**src/rtl/pad_cfg_pkg.sv**
```systemverilog
// -----------------------------------------------------------------------------
// pad_cfg_pkg
// Shared definitions for the pad configuration sequencer:
//   - CFG_W and the bit positions of the per-pad configuration word
//     [0]oe [1]ie [2]pu [3]pd [4]schmitt [5]slew [7:6]drive
//   - seq_state_e : rolling-commit FSM state encoding
//   - sanitise_cfg: resolves the illegal pull-up + pull-down combination
// -----------------------------------------------------------------------------
package pad_cfg_pkg;

    localparam int CFG_W       = 8;
    localparam int CFG_OE      = 0;
    localparam int CFG_IE      = 1;
    localparam int CFG_PU      = 2;
    localparam int CFG_PD      = 3;
    localparam int CFG_SCHMITT = 4;
    localparam int CFG_SLEW    = 5;
    localparam int CFG_DRV_LSB = 6;
    localparam int CFG_DRV_MSB = 7;

    typedef enum logic [1:0] {
        ST_IDLE  = 2'd0,
        ST_APPLY = 2'd1,
        ST_DONE  = 2'd2
    } seq_state_e;

    // Enabling both pulls would fight on the pad; pull-up wins, pull-down is dropped.
    function automatic logic [CFG_W-1:0] sanitise_cfg(input logic [CFG_W-1:0] cfg);
        logic [CFG_W-1:0] res;
        res = cfg;
        if (cfg[CFG_PU] && cfg[CFG_PD]) begin
            res[CFG_PD] = 1'b0;
        end else begin
            res = cfg;
        end
        return res;
    endfunction

endpackage

```
**src/rtl/pad_cfg_slot.sv**
```systemverilog
// -----------------------------------------------------------------------------
// pad_cfg_slot
// One pad's configuration storage: a shadow word written by the management
// side and an active word that drives the pad, loaded from shadow on commit.
// Ports:
//   clock, reset    : clock, asynchronous active-high reset (both words -> DEFAULT_CFG)
//   wr_en, wr_data  : load shadow word (wr_data already sanitised)
//   commit_en       : copy shadow into active
//   active_cfg      : active word (direct register output)
// -----------------------------------------------------------------------------
module pad_cfg_slot
    import pad_cfg_pkg::*;
#(
    parameter logic [CFG_W-1:0] DEFAULT_CFG = 8'h02
) (
    input  logic             clock,
    input  logic             reset,
    input  logic             wr_en,
    input  logic [CFG_W-1:0] wr_data,
    input  logic             commit_en,
    output logic [CFG_W-1:0] active_cfg
);

    logic [CFG_W-1:0] shadow_r;
    logic [CFG_W-1:0] active_r;

    // Shadow word: updated only by an accepted write to this pad.
    always_ff @(posedge clock or posedge reset) begin
        if (reset) begin
            shadow_r <= DEFAULT_CFG;
        end else if (wr_en) begin
            shadow_r <= wr_data;
        end else begin
            shadow_r <= shadow_r;
        end
    end

    // Active word: takes the shadow value when the rolling commit reaches this pad.
    always_ff @(posedge clock or posedge reset) begin
        if (reset) begin
            active_r <= DEFAULT_CFG;
        end else if (commit_en) begin
            active_r <= shadow_r;
        end else begin
            active_r <= active_r;
        end
    end

    assign active_cfg = active_r;

endmodule

```
**src/rtl/pad_cfg_sequencer.sv**
```systemverilog
// -----------------------------------------------------------------------------
// pad_cfg_sequencer
// Pad configuration controller between the management core and the GPIO
// padframe. Shadow words are written by index over a valid/ready port; an
// apply request commits shadow to active one pad every STEP_CYCLES clocks so
// that pad drivers never all switch on the same edge.
// Parameters: NUM_PADS (1..64), STEP_CYCLES (1..16), DEFAULT_CFG.
// Ports:
//   clock, reset               : clock, asynchronous active-high reset
//   cfg_valid/cfg_ready        : write handshake (ready only while idle)
//   cfg_pad, cfg_data          : write target index and configuration word
//   cfg_err                    : one-cycle pulse after a write to an invalid index
//   apply_req                  : start rolling commit (sampled while idle)
//   busy, apply_done           : commit in progress / one-cycle completion pulse
//   pad_oe..pad_slew, pad_drive: active per-pad controls
//   rb_pad, rb_data            : registered readback of an active word
// Build option: define PAD_CFG_READBACK_EN to include rb_pad/rb_data.
// -----------------------------------------------------------------------------
module pad_cfg_sequencer
    import pad_cfg_pkg::*;
#(
    parameter int               NUM_PADS    = 38,
    parameter int               STEP_CYCLES = 1,
    parameter logic [CFG_W-1:0] DEFAULT_CFG = 8'h02,
    localparam int              PAD_IDX_W   = (NUM_PADS > 1) ? $clog2(NUM_PADS) : 1
) (
    input  logic                  clock,
    input  logic                  reset,
    input  logic                  cfg_valid,
    output logic                  cfg_ready,
    input  logic [PAD_IDX_W-1:0]  cfg_pad,
    input  logic [CFG_W-1:0]      cfg_data,
    output logic                  cfg_err,
    input  logic                  apply_req,
    output logic                  busy,
    output logic                  apply_done,
    output logic [NUM_PADS-1:0]   pad_oe,
    output logic [NUM_PADS-1:0]   pad_ie,
    output logic [NUM_PADS-1:0]   pad_pu,
    output logic [NUM_PADS-1:0]   pad_pd,
    output logic [NUM_PADS-1:0]   pad_schmitt,
    output logic [NUM_PADS-1:0]   pad_slew,
    output logic [2*NUM_PADS-1:0] pad_drive
`ifdef PAD_CFG_READBACK_EN
    ,
    input  logic [PAD_IDX_W-1:0]  rb_pad,
    output logic [CFG_W-1:0]      rb_data
`endif
);

    localparam int                   STEP_W     = (STEP_CYCLES > 1) ? $clog2(STEP_CYCLES) : 1;
    localparam logic [STEP_W-1:0]    STEP_LAST  = STEP_W'(STEP_CYCLES - 1);
    localparam logic [PAD_IDX_W-1:0] PAD_LAST   = PAD_IDX_W'(NUM_PADS - 1);
    localparam logic [PAD_IDX_W:0]   PAD_COUNT  = (PAD_IDX_W + 1)'(NUM_PADS);

    seq_state_e             state_r;
    seq_state_e             state_s;
    logic [PAD_IDX_W-1:0]   pad_idx_r;
    logic [PAD_IDX_W-1:0]   pad_idx_s;
    logic [STEP_W-1:0]      step_r;
    logic [STEP_W-1:0]      step_s;

    logic                   cfg_ready_r;
    logic                   busy_r;
    logic                   apply_done_r;
    logic                   cfg_err_r;

    logic                   wr_fire_s;
    logic                   pad_in_range_s;
    logic                   step_term_s;
    logic [CFG_W-1:0]       wr_data_s;
    logic [CFG_W-1:0]       active_s [NUM_PADS];

    // cfg_ready_r is high exactly in IDLE, so it doubles as the write-accept qualifier.
    assign wr_fire_s      = cfg_valid & cfg_ready_r;
    // Widen by one bit so NUM_PADS itself (e.g. 64) is representable in the compare.
    assign pad_in_range_s = ({1'b0, cfg_pad} < PAD_COUNT);
    assign step_term_s    = (state_r == ST_APPLY) && (step_r == STEP_LAST);
    assign wr_data_s      = sanitise_cfg(cfg_data);

    // Next-state logic for the rolling commit: step counter paces pad index advance.
    always_comb begin
        state_s   = state_r;
        pad_idx_s = pad_idx_r;
        step_s    = step_r;
        case (state_r)
            ST_IDLE: begin
                if (apply_req) begin
                    state_s   = ST_APPLY;
                    pad_idx_s = '0;
                    step_s    = '0;
                end else begin
                    state_s   = ST_IDLE;
                end
            end
            ST_APPLY: begin
                if (step_r == STEP_LAST) begin
                    step_s = '0;
                    if (pad_idx_r == PAD_LAST) begin
                        state_s   = ST_DONE;
                        pad_idx_s = '0;
                    end else begin
                        pad_idx_s = pad_idx_r + PAD_IDX_W'(1);
                    end
                end else begin
                    step_s = step_r + STEP_W'(1);
                end
            end
            ST_DONE: begin
                state_s = ST_IDLE;
            end
            default: begin
                state_s   = ST_IDLE;
                pad_idx_s = '0;
                step_s    = '0;
            end
        endcase
    end

    // State and counter registers.
    always_ff @(posedge clock or posedge reset) begin
        if (reset) begin
            state_r   <= ST_IDLE;
            pad_idx_r <= '0;
            step_r    <= '0;
        end else begin
            state_r   <= state_s;
            pad_idx_r <= pad_idx_s;
            step_r    <= step_s;
        end
    end

    // Status outputs are registered from the next state so they align with it.
    always_ff @(posedge clock or posedge reset) begin
        if (reset) begin
            cfg_ready_r  <= 1'b1;
            busy_r       <= 1'b0;
            apply_done_r <= 1'b0;
            cfg_err_r    <= 1'b0;
        end else begin
            cfg_ready_r  <= (state_s == ST_IDLE);
            busy_r       <= (state_s == ST_APPLY);
            apply_done_r <= (state_s == ST_DONE);
            cfg_err_r    <= wr_fire_s & ~pad_in_range_s;
        end
    end

    assign cfg_ready  = cfg_ready_r;
    assign busy       = busy_r;
    assign apply_done = apply_done_r;
    assign cfg_err    = cfg_err_r;

    // One storage slot per pad; controls are plain bit-picks of the active registers.
    for (genvar k = 0; k < NUM_PADS; k++) begin : g_slot
        logic slot_we_s;
        logic slot_commit_s;

        assign slot_we_s     = wr_fire_s && pad_in_range_s && (cfg_pad == PAD_IDX_W'(k));
        assign slot_commit_s = step_term_s && (pad_idx_r == PAD_IDX_W'(k));

        pad_cfg_slot #(
            .DEFAULT_CFG (DEFAULT_CFG)
        ) u_slot (
            .clock      (clock),
            .reset      (reset),
            .wr_en      (slot_we_s),
            .wr_data    (wr_data_s),
            .commit_en  (slot_commit_s),
            .active_cfg (active_s[k])
        );

        assign pad_oe[k]          = active_s[k][CFG_OE];
        assign pad_ie[k]          = active_s[k][CFG_IE];
        assign pad_pu[k]          = active_s[k][CFG_PU];
        assign pad_pd[k]          = active_s[k][CFG_PD];
        assign pad_schmitt[k]     = active_s[k][CFG_SCHMITT];
        assign pad_slew[k]        = active_s[k][CFG_SLEW];
        assign pad_drive[2*k+1:2*k] = active_s[k][CFG_DRV_MSB:CFG_DRV_LSB];
    end

`ifdef PAD_CFG_READBACK_EN
    logic [CFG_W-1:0] rb_sel_s;
    logic [CFG_W-1:0] rb_data_r;

    // Readback select; indices beyond NUM_PADS match no slot and read as zero.
    always_comb begin
        rb_sel_s = '0;
        for (int k = 0; k < NUM_PADS; k++) begin
            if (rb_pad == PAD_IDX_W'(k)) begin
                rb_sel_s = active_s[k];
            end else begin
                rb_sel_s = rb_sel_s;
            end
        end
    end

    // Readback register: one cycle of latency from rb_pad.
    always_ff @(posedge clock or posedge reset) begin
        if (reset) begin
            rb_data_r <= DEFAULT_CFG;
        end else begin
            rb_data_r <= rb_sel_s;
        end
    end

    assign rb_data = rb_data_r;
`endif

endmodule

```
**config.mk**
```make
export PLATFORM = sky130hd
export DESIGN_NAME = pad_cfg_sequencer
export DESIGN_NICKNAME = d
export VERILOG_FILES = /design/src/rtl/pad_cfg_pkg.sv /design/src/rtl/pad_cfg_slot.sv /design/src/rtl/pad_cfg_sequencer.sv
export SDC_FILE = /design/constraint.sdc
export NUM_CORES = 1
export LEC_CHECK = 0
export BUFFER_PORTS_ARGS = -buffer_cell sky130_fd_sc_hd__buf_2
export CORE_MARGIN = 2
export CORE_UTILIZATION = 30
export DETAILED_ROUTE_END_ITERATION = 12
export GPL_TIMING_DRIVEN = 0
export SKIP_LAST_GASP = 1
export SLEW_MARGIN = 15
export SYNTH_ARGS = -nofsm -noshare
export SYNTH_HDL_FRONTEND = slang
export SYNTH_SLANG_ARGS = --single-unit
```
**constraint.sdc**
```tcl
create_clock -name clock -period 25.9 [get_ports clock]
set_input_delay 2.59 -clock clock [delete_from_list [all_inputs] [get_ports clock]]
set_output_delay 2.59 -clock clock [all_outputs]
set_load 0.02 [all_outputs]
```
Yosys cells after proc, flatten, opt, wreduce, memory -nomap -nowiden
Index checks and enable logic that the tools add are counted.
- output and inout port bits: 308
- logic and storage cells: 268
- bits of input ports: 18
- register bits after elaboration: 621
- add/sub/neg operators: 2
- reductions and logical operators: 85
- equality and inequality tests: 80
- order comparisons: 1
- multiplexer cells: 12
- bitwise gates (word level): 5
- operators by type and width (cell ; number):
    6-bit by 5-bit equality test with 1-bit output (second input constant) ; 32
    6-bit by 4-bit equality test with 1-bit output (second input constant) ; 16
    1-bit logical AND ; 79
    6-bit equality test (second input constant) ; 12
    6-bit by 3-bit equality test with 1-bit output (second input constant) ; 8
    6-bit by 2-bit equality test with 1-bit output (second input constant) ; 4
    6-bit two-way mux ; 3
    6-bit case mux with 3 select lines ; 1
    6-bit by 1-bit equality test with 1-bit output (second input constant) ; 2
    6-bit logical NOT ; 2
    6-bit by 1-bit adder with 6-bit output (second input constant) ; 1
    6-bit less-than comparator (second input constant) ; 1
    2-bit by 1-bit equality test with 1-bit output (second input constant) ; 2
    2-bit equality test (second input constant) ; 2
    2-bit logical NOT ; 2
    1-bit two-way mux ; 4
    2-bit two-way mux ; 2
    2-bit inequality test (second input constant) ; 2
    2-bit case mux with 2 select lines ; 1
    1-bit NOT ; 3
    1-bit case mux with 3 select lines ; 1
    3-bit AND reduction ; 1
    1-bit AND ; 2
    2-bit AND reduction ; 1
    1-bit adder (second input constant) ; 1

Depth between registers and ports, before layout
Gate-level depths: netlist of run 1.
- depth in word-level cells: 5
- gate-level depth with buffers: 7
- mapped depth without buffers: 5

Hierarchy
Synthesis of run 1 repeated with hierarchy kept, for this count alone.
- cells, all modules: 1512
- area, all modules: 26624.3 um^2
- modules (own cells, without submodules) (module ; seq. area each (um^2) ; instances ; area each (um^2) ; cells an instance):
    pad_cfg_slot ; 402.9 ; 38 ; 669.4 ; 35
    pad_cfg_sequencer ; 301.5 ; 1 ; 1187.4 ; 182

Least setup slack after synthesis of run 1
Ideal clock, no wire load.
- path type: in2reg
- from: input port cfg_pad[5]
- to: register g_slot[28].u_slot.shadow_r[0]
- stages: 5
- data arrival time: 3.947 ns
- library setup time: 0.125 ns
- slack: 21.828 ns
- required time: 25.775 ns
- buffers on the path: 1
- cells stage by stage: and4b_1 buf_2 nand3_1 nor3_2 mux2_2
- word-level cells in the longest chain between the ends: 3
- elaborated cells on any way between the ends: 4
- classes of those cells: order compare: 1; eq/ne: 1; reduce/logical: 2
- ends and longest elaborated chain (item ; RTL line ; source):
    start: declaration ; pad_cfg_sequencer.sv:31 ; input logic [PAD_IDX_W-1:0] cfg_pad,
    6-bit less-than comparator ; pad_cfg_sequencer.sv:77 ; assign pad_in_range_s = ({1'b0, cfg_pad} < PAD_COUNT);
    1-bit logical AND ; pad_cfg_sequencer.sv:158 ; assign slot_we_s = wr_fire_s && pad_in_range_s && (cfg_pad == PAD_IDX_W'(k));
    1-bit logical AND (*) ; pad_cfg_sequencer.sv:158 ;
    end signal: assignment ; pad_cfg_slot.sv:32 ; shadow_r <= wr_data;
    end signal: assignment ; pad_cfg_slot.sv:34 ; shadow_r <= shadow_r;
    end: declaration ; pad_cfg_slot.sv:24 ; logic [CFG_W-1:0] shadow_r;
Every way passes the cells marked *; elsewhere a longest branch is shown, timed or not.
A chain may end at the register's enable or synchronous reset.

Worst setup path after layout of run 1
- from: input port cfg_pad[3]
- to: register g_slot[21].u_slot.shadow_r[2]
- word-level cells in the longest chain between the ends: 3
- elaborated cells on any way between the ends: 4
- classes of those cells: order compare: 1; eq/ne: 1; reduce/logical: 2
- ends and longest elaborated chain (item ; RTL line):
    6-bit less-than comparator ; pad_cfg_sequencer.sv:77
    1-bit logical AND ; pad_cfg_sequencer.sv:158
    1-bit logical AND (*) ; pad_cfg_sequencer.sv:158
    end signal: assignment ; pad_cfg_slot.sv:32
    end signal: assignment ; pad_cfg_slot.sv:34
    end: declaration ; pad_cfg_slot.sv:24
Marked as above.

==> results of run 1 <==
==> final cells by class <==
cell class | count | area, sq um
diodes | 4 | 10.0
fillers | 7518 | 49500
inverters | 6 | 30.0
well taps | 1050 | 1310
flip-flops and latches | 620 | 15600
repair buffers | 325 | 1740
clock buffers | 102 | 2040
clock inverters | 25 | 277
plain buffers | 59 | 270
multi-input cells | 780 | 7790
==> cell families after synthesis <==
| group | share of synthesized area |
|---|---|
| mux | 0.282 |
| buf+inv | 0.0123 |
| compound gates | 0.00650 |
| xor+xnor | 0.000370 |
| flops | 0.659 |
| fa+ha+maj | 0.00211 |
| simple gates | 0.0376 |
==> metal layers <==
metal,GRT usage,vias to the layer above,wire length (microns)
met5,0,-,46
met1,0.205,7200,27400
li1,-,5985,-
met4,0.0510,8,1700
met2,0.262,319,31400
met3,0.0448,111,4370
==> critical path, stage by stage <==
cell      delay [ns]
buf_2           0.13
buf_1           0.24
nor4bb_1        1.05
nand2_2         0.40
mux2_2          0.38
==> power groups by stage <==
stage / combinational (mW) / sequential (mW) / clock [mW]
global placement: 0.262 / 1.06 / 0
CTS: 0.271 / 1.05 / 1.02
detailed placement: 0.270 / 1.06 / 0
floorplan: 0.140 / 1.09 / 0
global route: 0.286 / 1.05 / 1.06
finish: 0.264 / 1.05 / 0.988
==> registers in the layout, indices dropped and copies added (netlist names) <==
register	cells
cfg_ready	1
g_slot.u_slot.active_cfg	304
g_slot.u_slot.shadow_r	304
pad_idx_r	6
state_r	2
cfg_err	1
apply_done	1
busy	1
==> path summary, 6_finish.rpt <==
check	to	slack [ns]
min in group asynchronous	g_slot[8].u_slot.active_cfg[5]$_DFFE_PP0P_	2.10
max reg2reg	g_slot[30].u_slot.active_cfg[5]$_DFFE_PP0P_	23.18
max in group asynchronous	g_slot[12].u_slot.shadow_r[1]$_DFFE_PP1P_	21.80
max	g_slot[21].u_slot.shadow_r[2]$_DFFE_PP0P_	21.58
min	g_slot[10].u_slot.shadow_r[3]$_DFFE_PP0P_	0.47
min reg2reg	g_slot[10].u_slot.shadow_r[3]$_DFFE_PP0P_	0.47
==> cell usage in the layout, fill, tap and decap left out, drive strengths merged <==
master	instances
nor4	1
nand4bb	1
bufinv	4
and4b	1
mux2	593
nand4b	1
dfrtp	543
a211oi	1
clkinvlp	3
a32o	1
nand4	2
nand3b	1
nor3	5
and3	1
or4b	2
nor2	33
diode	4
ha	4
nand2b	6
and4bb	1
nor3b	4
nand3	26
buf	342
nor4bb	1
o311ai	1
dfstp	77
inv	11
and2	8
and3b	1
a21oi	4
nand2	50
clkbuf	144
nor2b	7
o21ai	20
xor2	1
o211ai	1
clkinv	13
and4	1
nor4b	1
==> flow_summary.ini, run 1 <==
[run_status]
status = completed

[pwr]
p_int_mw = 1.70
power_frac_comb = 0.115
power_switching_share = 0.261
power_mw = 2.30
powerDensity_nw_per_um2 = 79.0
clockPowerShare = 0.430
ir_worst_vdd_mv = 0.0466
p_seq_frac = 0.455
p_switching_mw = 0.601
leakage_nw = 15.1

[floorplan]
die_area_sq_um = 81200
start_util = 0.301
io_pins = 326
core_area_sq_um = 78600
die_y_microns = 285
die_w_microns = 285
rows = 103

[yosys]
ys_warn_count = 0
syn_area_per_cell_sq_um = 16.2
syn_inst = 1465
yosysTopAreaCell = dfrtp_1
synth_cell_type_count = 46
yosysSeqAreaShare = 0.659
synthTopCellsByCount = mux2_2, dfrtp_1, dfstp_2
synth_edf_count = 0
yosysMostFrequentCell = mux2_2
synthArstFlopShare = 1.00
yosysTopAreaCellShare = 0.574
ys_seq_elements = 620
synth_fp_nets = 1487
ys_top_cells_by_area = dfrtp_1, mux2_2, dfstp_2
synth_flop_cell = dfrtp_1
syn_area_sq_um = 23700

[cts]
cts_setup_buffers = 0
ctsResizeCount = 0
clockRootBuffer = clkbuf_16
clk_pin_slew_ns = 0.06
cts_hold_buf = 0
cts_buffer_depth = 3
cts_tree = yes
cts_buffers = 71
cts_sinks = 620
cts-htree-levels = 3
clk_latency_ns = 0.61

[timing]
fin_skew_ns = 0.0122
setup_viol = 0
whs_ns = 0.475
slew_viol_final = 0
fin_tns_setup_ns = 0
finalCritPeriodShare = 0.167
worstMarginPinSlew_ns = 1.20
period_needed_ns = 4.32
relSlewSlack = 0.189
final_hold_viol_count = 0
fin_ws_ns = 21.58
rsz0062_at_grt = false
fmax_mhz = 231

[routing]
route.detailed.drc = 0
drtIter0Drc = 716
drt-pass1-iter-count = 4
viasPerCell = 4.59
routed_wl_microns = 64900
num_vias = 13600
postRouteAntennaNets = 0
routedWlPerCell_microns = 21.8

[final_layout]
fin_area_sq_um = 29100
final_nets = 1885
finalNonFillerCells = 2971
syn_to_final_growth_pct = 22.8
postLayoutCoreUtil = 0.370
layout-drive-gt1-share = 0.589

[min_path]
whs_path_depth = 2
hold_start = g_slot[10].u_slot.shadow_r[3]$_DFFE_PP0P_
hp-class = reg -> reg

[worst_setup_path]
worstPathRequired_ns = 26.38
worstSetupEndpointType = flip-flop
critPathLaunchType = input pin
worstRegToRegCells = 6
path_max_fanout = 10
reg2reg_from = pad_idx_r[0]$_DFFE_PP0P_
crit_type = in -> reg
arrival_ns = 4.80
setup.worst_path.start = cfg_pad[3]

[place]
place_ws_ns = 20.93
hpwl_microns = 45600
port_buffers = 319
gp_routability_congestion = 0.839
placed_area_sq_um = 26800
dp_cells = 2839

[global_route]
grt_use_total = 0.160
antenna_found_initial = 13
overflow = 0
grt_pass1_wl_microns = 96100
grt_start_max_net_pins = 119
grt_pass1_vias = 14400

[run]
maxCapViolCount = 0
Note: power is estimated with default switching activity, not from simulation.
==> inputs of run 2 (changes only) <==
ABC_AREA = 1   (was unset)
clock period = 3.47 ns   (was 25.9 ns; I/O delays follow)
==> flow_summary.ini, run 2 <==
[worst_setup_path]
arrival_ns = 3.24
path_cells = nand2_1 -> a21oi_2 -> buf_2 -> buf_2 -> nand3_1 -> nand2_1
cp_slowest_stage_delay_ns = 0.62
endpoint = g_slot[29].u_slot.shadow_r[7]$_DFFE_PP0P_
worstRegToRegCells = 6
worstPathRequired_ns = 4.02
r2r_slack_ns = 0.78
worstSetupEndpointType = flip-flop
reg2reg_from = cfg_ready$_DFF_PP1_
setup.worst_path.start = cfg_ready$_DFF_PP1_
critPathLaunchType = flip-flop
cp_top_family = buffers and inverters
reg2reg_to = g_slot[29].u_slot.shadow_r[7]$_DFFE_PP0P_
cp_num_buf_inv = 2
worstSetupPathDepth = 6
path_max_fanout = 10
cpMaxStageDelayCell = dfstp_2
crit_type = reg -> reg

[run_status]
status = completed

[global_route]
antenna_found_initial = 6
grt_pass1_vias = 20300
overflow = 0
grt_use_total = 0.202
grt_start_max_net_pins = 36
grt_pass1_wl_microns = 136000

[yosys]
synth_flop_cell = dfrtp_1
yosysTopAreaCell = dfrtp_1
yosysMostFrequentCell = nand2_1
ys_seq_elements = 620
synth_cell_type_count = 29
synth_fp_nets = 2843
syn_area_sq_um = 26400
ys_warn_count = 0
synthTopCellsByCount = nand2_1, dfrtp_1, nand3_1
syn_inst = 2821
yosysSeqAreaShare = 0.591
synth_edf_count = 0
syn_area_per_cell_sq_um = 9.36
yosysTopAreaCellShare = 0.515
synthArstFlopShare = 1.00
ys_top_cells_by_area = dfrtp_1, nand2_1, dfstp_2

[place]
hpwl_microns = 66100
port_buffers = 319
gp_routability_congestion = 0.842

[timing]
relSlewSlack = 0.198
slew_viol_final = 0
setup_viol = 0
rsz0062_at_grt = false
final_hold_viol_count = 0
period_needed_ns = 2.69
fin_skew_ns = 0.0326
finalCritPeriodShare = 0.776
fmax_mhz = 372
worstMarginPinSlew_ns = 1.20

[cts]
ctsResizeCount = 0
cts_buffers = 72
clk_pin_slew_ns = 0.06
clockRootBuffer = clkbuf_16
clk_latency_ns = 0.64
cts_sinks = 620
cts_buffer_depth = 3
cts-htree-levels = 3
cts_tree = yes

[run]
maxCapViolCount = 0

[final_layout]
nFillCells = 8940
final_common_cell = nand2_1
layout-drive-gt1-share = 0.238
num_antenna_cells = 0
syn_to_final_growth_pct = 22.4
final_cell_mix = nand2_1, dfrtp_1, nand3_1
final_nets = 3258
postLayoutCoreUtil = 0.371

[routing]
route.detailed.drc = 0
num_vias = 21000
drt-pass1-iter-count = 5
routed_wl_microns = 91800
viasPerCell = 4.72
drtIter0Drc = 1532
routedWlPerCell_microns = 20.6
postRouteAntennaNets = 0

[pwr]
leakage_nw = 16.1
ir_worst_vdd_mv = 0.412
powerDensity_nw_per_um2 = 559
power_mw = 18.1

[floorplan]
die_w_microns = 301
die_y_microns = 301
core_area_sq_um = 87000
start_util = 0.303
io_pins = 326
rows = 108
die_area_sq_um = 90400

[min_path]
hp-class = in -> reg
run 2: worst min-delay path by stage:
| stage | start | endpoint | slack (ns) | cells after the start |
|---|---|---|---|---|
| after global placement | g_slot[0].u_slot.active_cfg[4]$_DFFE_PP0P_ | g_slot[0].u_slot.active_cfg[4]$_DFFE_PP0P_ | 0.45 | 2 |
| after floorplan | g_slot[32].u_slot.shadow_r[0]$_DFFE_PP0P_ | g_slot[32].u_slot.shadow_r[0]$_DFFE_PP0P_ | 0.44 | 2 |
| after global routing | cfg_valid | cfg_err$_DFF_PP0_ | 0.16 | 3 |
| after detailed placement | g_slot[0].u_slot.active_cfg[7]$_DFFE_PP0P_ | g_slot[0].u_slot.active_cfg[7]$_DFFE_PP0P_ | 0.45 | 2 |
| after CTS | apply_req | state_r[0]$_DFF_PP0_ | 0.1 | 3 |
| final | apply_req | state_r[0]$_DFF_PP0_ | 0.14 | 3 |
run 2: kinds of logic after synthesis:
kind of cell / Yosys count / synth area share
AND/OR/NAND/NOR: 1316 / 0.219
flip-flops: 620 / 0.591
AO/OA/AOI/OAI: 457 / 0.119
buffers and inverters: 423 / 0.0682
adder cells (fa/ha/maj): 4 / 0.00190
XOR/XNOR: 1 / 0.000332
run 2: per-stage QoR:
stage | instances | TNS, ns | worst slack (ns) | hold slack (ns) | instance area, sq um
2_1_floorplan | 2821 | -3089.43 | -5.28 | 0.443 | 26400
3_3_place_gp | 4295 | -5494.54 | -9.39 | 0.451 | 29500
3_5_place_dp | 4316 | 0 | 0.780 | 0.454 | 29900
4_1_cts | 4449 | 0 | 0.731 | 0.0973 | 32300
5_1_grt | 4449 | 0 | 0.602 | 0.160 | 32300
6_report | 4449 | 0 | 0.779 | 0.144 | 32300
run 2: routing by layer:
metal,track usage,vias up,share of wire
met5,0,-,0.00048
met4,0.0598,6,0.024
met3,0.0449,109,0.068
met2,0.321,607,0.46
met1,0.276,10400,0.44
li1,-,9917,-
run 2: worst min-delay path: stages:
cell and delay [ns]:
buf_2 0.15, nand2_1 0.11, o21ai_0 0.11
run 2: final cells by class:
cell class,instances,area (sq um),area share
Clock inverter,33,387,0.0120
Tap cell,1155,1450,0.0447
Inverter,284,1070,0.0331
Sequential cell,620,15600,0.483
Buffer,139,737,0.0228
Clock buffer,99,2020,0.0626
Timing Repair Buffer,341,2040,0.0632
Multi-Input combinational cell,1778,9000,0.278
run 2: what timing repair did:
action | in CTS | in global routing
endpoints found under the hold margin | 17 | 0
hold buffers | 1 | 0
setup buffers | 0 | 0
run 2: power breakdown:
| part | internal [mW] | leakage [nW] | switching (mW) |
|---|---|---|---|
| clock | 4.57 | 1.17 | 3.24 |
| sequential | 7.67 | 6.42 | 0.217 |
| combinational | 0.613 | 8.50 | 1.75 |
==> inputs of run 3 (changes only) <==
clock period = 2.5 ns   (was 3.47 ns; I/O delays follow)
==> flow_summary.ini, run 3 (synthesized netlist as in run 2, its figures left out) <==
[run]
maxCapViolCount = 0

[cts]
cts_buffers = 72
clockRootBuffer = clkbuf_16
cts_tree = yes
cts-htree-levels = 3
cts_setup_buffers = 0
clk_latency_ns = 0.64
clk_pin_slew_ns = 0.06
cts_sinks = 620
cts_buffer_depth = 3

[global_route]
overflow = 0
grt_pass1_vias = 20300
antenna_found_initial = 6
grt_start_max_net_pins = 36
grt_use_total = 0.202
grt_pass1_wl_microns = 135000

[worst_setup_path]
worstSetupPathDepth = 6
arrival_ns = 2.91
cp_slowest_stage_delay_ns = 0.62
reg2reg_to = g_slot[6].u_slot.shadow_r[7]$_DFFE_PP0P_
worstPathRequired_ns = 3.05
crit_type = reg -> reg
cp_num_buf_inv = 2
reg2reg_from = cfg_ready$_DFF_PP1_
worstRegToRegCells = 6
worstSetupEndpointType = flip-flop
setup.worst_path.start = cfg_ready$_DFF_PP1_
crit_top_cell = nand2_1
cp_top_family = buffers and inverters
cpMaxStageDelayCell = dfstp_2
path_max_fanout = 10
path_cells = nand2_1 -> a21oi_4 -> clkbuf_4 -> buf_2 -> nand3_1 -> nand2_1
critPathLaunchType = flip-flop
r2r_slack_ns = 0.14

[final_layout]
final_cell_mix = nand2_1, dfrtp_1, nand3_1
fin_area_sq_um = 32300
layout-drive-gt1-share = 0.238
multi_input_area_sq_um = 9010
final_nets = 3258
postLayoutCoreUtil = 0.372
syn_to_final_growth_pct = 22.4
nFillCells = 8936
finalNonFillerCells = 4451
final_common_cell = nand2_1
seqCellArea_sq_um = 15600

[routing]
drtIter0Drc = 1517
num_vias = 21000
drt-pass1-iter-count = 6
viasPerCell = 4.72
postRouteAntennaNets = 0
routedWlPerCell_microns = 20.6
route.detailed.drc = 0
routed_wl_microns = 91800

[pwr]
powerDensity_nw_per_um2 = 775
power_mw = 25.1
ir_worst_vdd_mv = 0.571
leakage_nw = 16.1

[timing]
fmax_mhz = 423
fin_skew_ns = 0.0339
setup_viol = 0
period_needed_ns = 2.36
worstMarginPinSlew_ns = 1.19
relSlewSlack = 0.204
finalCritPeriodShare = 0.945
slew_viol_final = 0
rsz0062_at_grt = false
final_hold_viol_count = 0

[min_path]
hold_path_end = state_r[0]$_DFF_PP0_
hp-class = in -> reg
hold_start = apply_req
whs_path_depth = 3

[place]
gp_routability_congestion = 0.842
hpwl_microns = 66100
dp_cells = 4316
placed_area_sq_um = 29900
port_buffers = 319

[floorplan]
die_y_microns = 301
io_pins = 326
die_area_sq_um = 90400
core_area_sq_um = 87000
die_w_microns = 301
start_util = 0.303
rows = 108

[run_status]
status = completed
[run 3: cell types whose count changed in the layout (fill, tap and decap cells not counted), sizes merged]
cell,delta
buf,-2
clkbuf,+2
diode,+2
[run 3: stage by stage]
step	setup WS [ns]	hold slack, ns	TNS [ns]
detailed placement	-0.190	0.367	-3.12
global route	0.0194	0.0765	0
floorplan	-6.15	0.431	-3630.69
global placement	-10.27	0.451	-6039.74
CTS	-0.00683	0.000311	-0.00683
finish	0.138	0.0572	0
[run 3: cell type report]
type / count / share of cell area
buffer: 139 / 0.0231
clock buffer: 99 / 0.0626
antenna: 2 / 0.000155
inverter: 284 / 0.0331
tap: 1155 / 0.0447
clock inverter: 33 / 0.0120
sequential: 620 / 0.483
timing repair buffer: 341 / 0.0631
multi-input combinational: 1778 / 0.279
[run 3: worst max path at each step]
stage / slack (ns) / to
final: 0.14 / g_slot[6].u_slot.shadow_r[7]$_DFFE_PP0P_
after global routing: 0.02 / g_slot[37].u_slot.shadow_r[0]$_DFFE_PP0P_
after CTS: -0.007 / g_slot[12].u_slot.shadow_r[5]$_DFFE_PP0P_
after detailed placement: -0.19 / g_slot[29].u_slot.shadow_r[7]$_DFFE_PP0P_
after global placement: -10.27 / g_slot[26].u_slot.active_cfg[7]$_DFFE_PP0P_
after floorplan: -6.15 / apply_done$_DFF_PP0_
[run 3: worst min-delay path, delay by kind of cell]
family	cells	cell delay [ns]
and+or+nand+nor	1	0.11
buffers and inverters	1	0.15
AOI/OAI and AO/OA	1	0.10
[run 3: where the power goes]
part | total (mW) | leakage (nW) | internal [mW] | switching, mW
logic | 3.29 | 8.50 | 0.854 | 2.44
clock network | 10.8 | 1.17 | 6.35 | 4.50
registers | 10.9 | 6.42 | 10.6 | 0.300
[run 3: routing by layer]
metal	global-route usage	up-vias	part of all wire
li1	-	9925	-
met1	0.276	10300	0.44
met2	0.320	625	0.46
met3	0.0451	110	0.070
met4	0.0616	6	0.025
met5	0	-	0.00048
[run 3: repair_timing]
action | in CTS | in global routing
pin swaps | 0 | 0
setup endpoints to repair | 59 | 82
hold buffers | 1 | 0
resized for setup | 4 | 3
hold endpoints to repair | 17 | 0
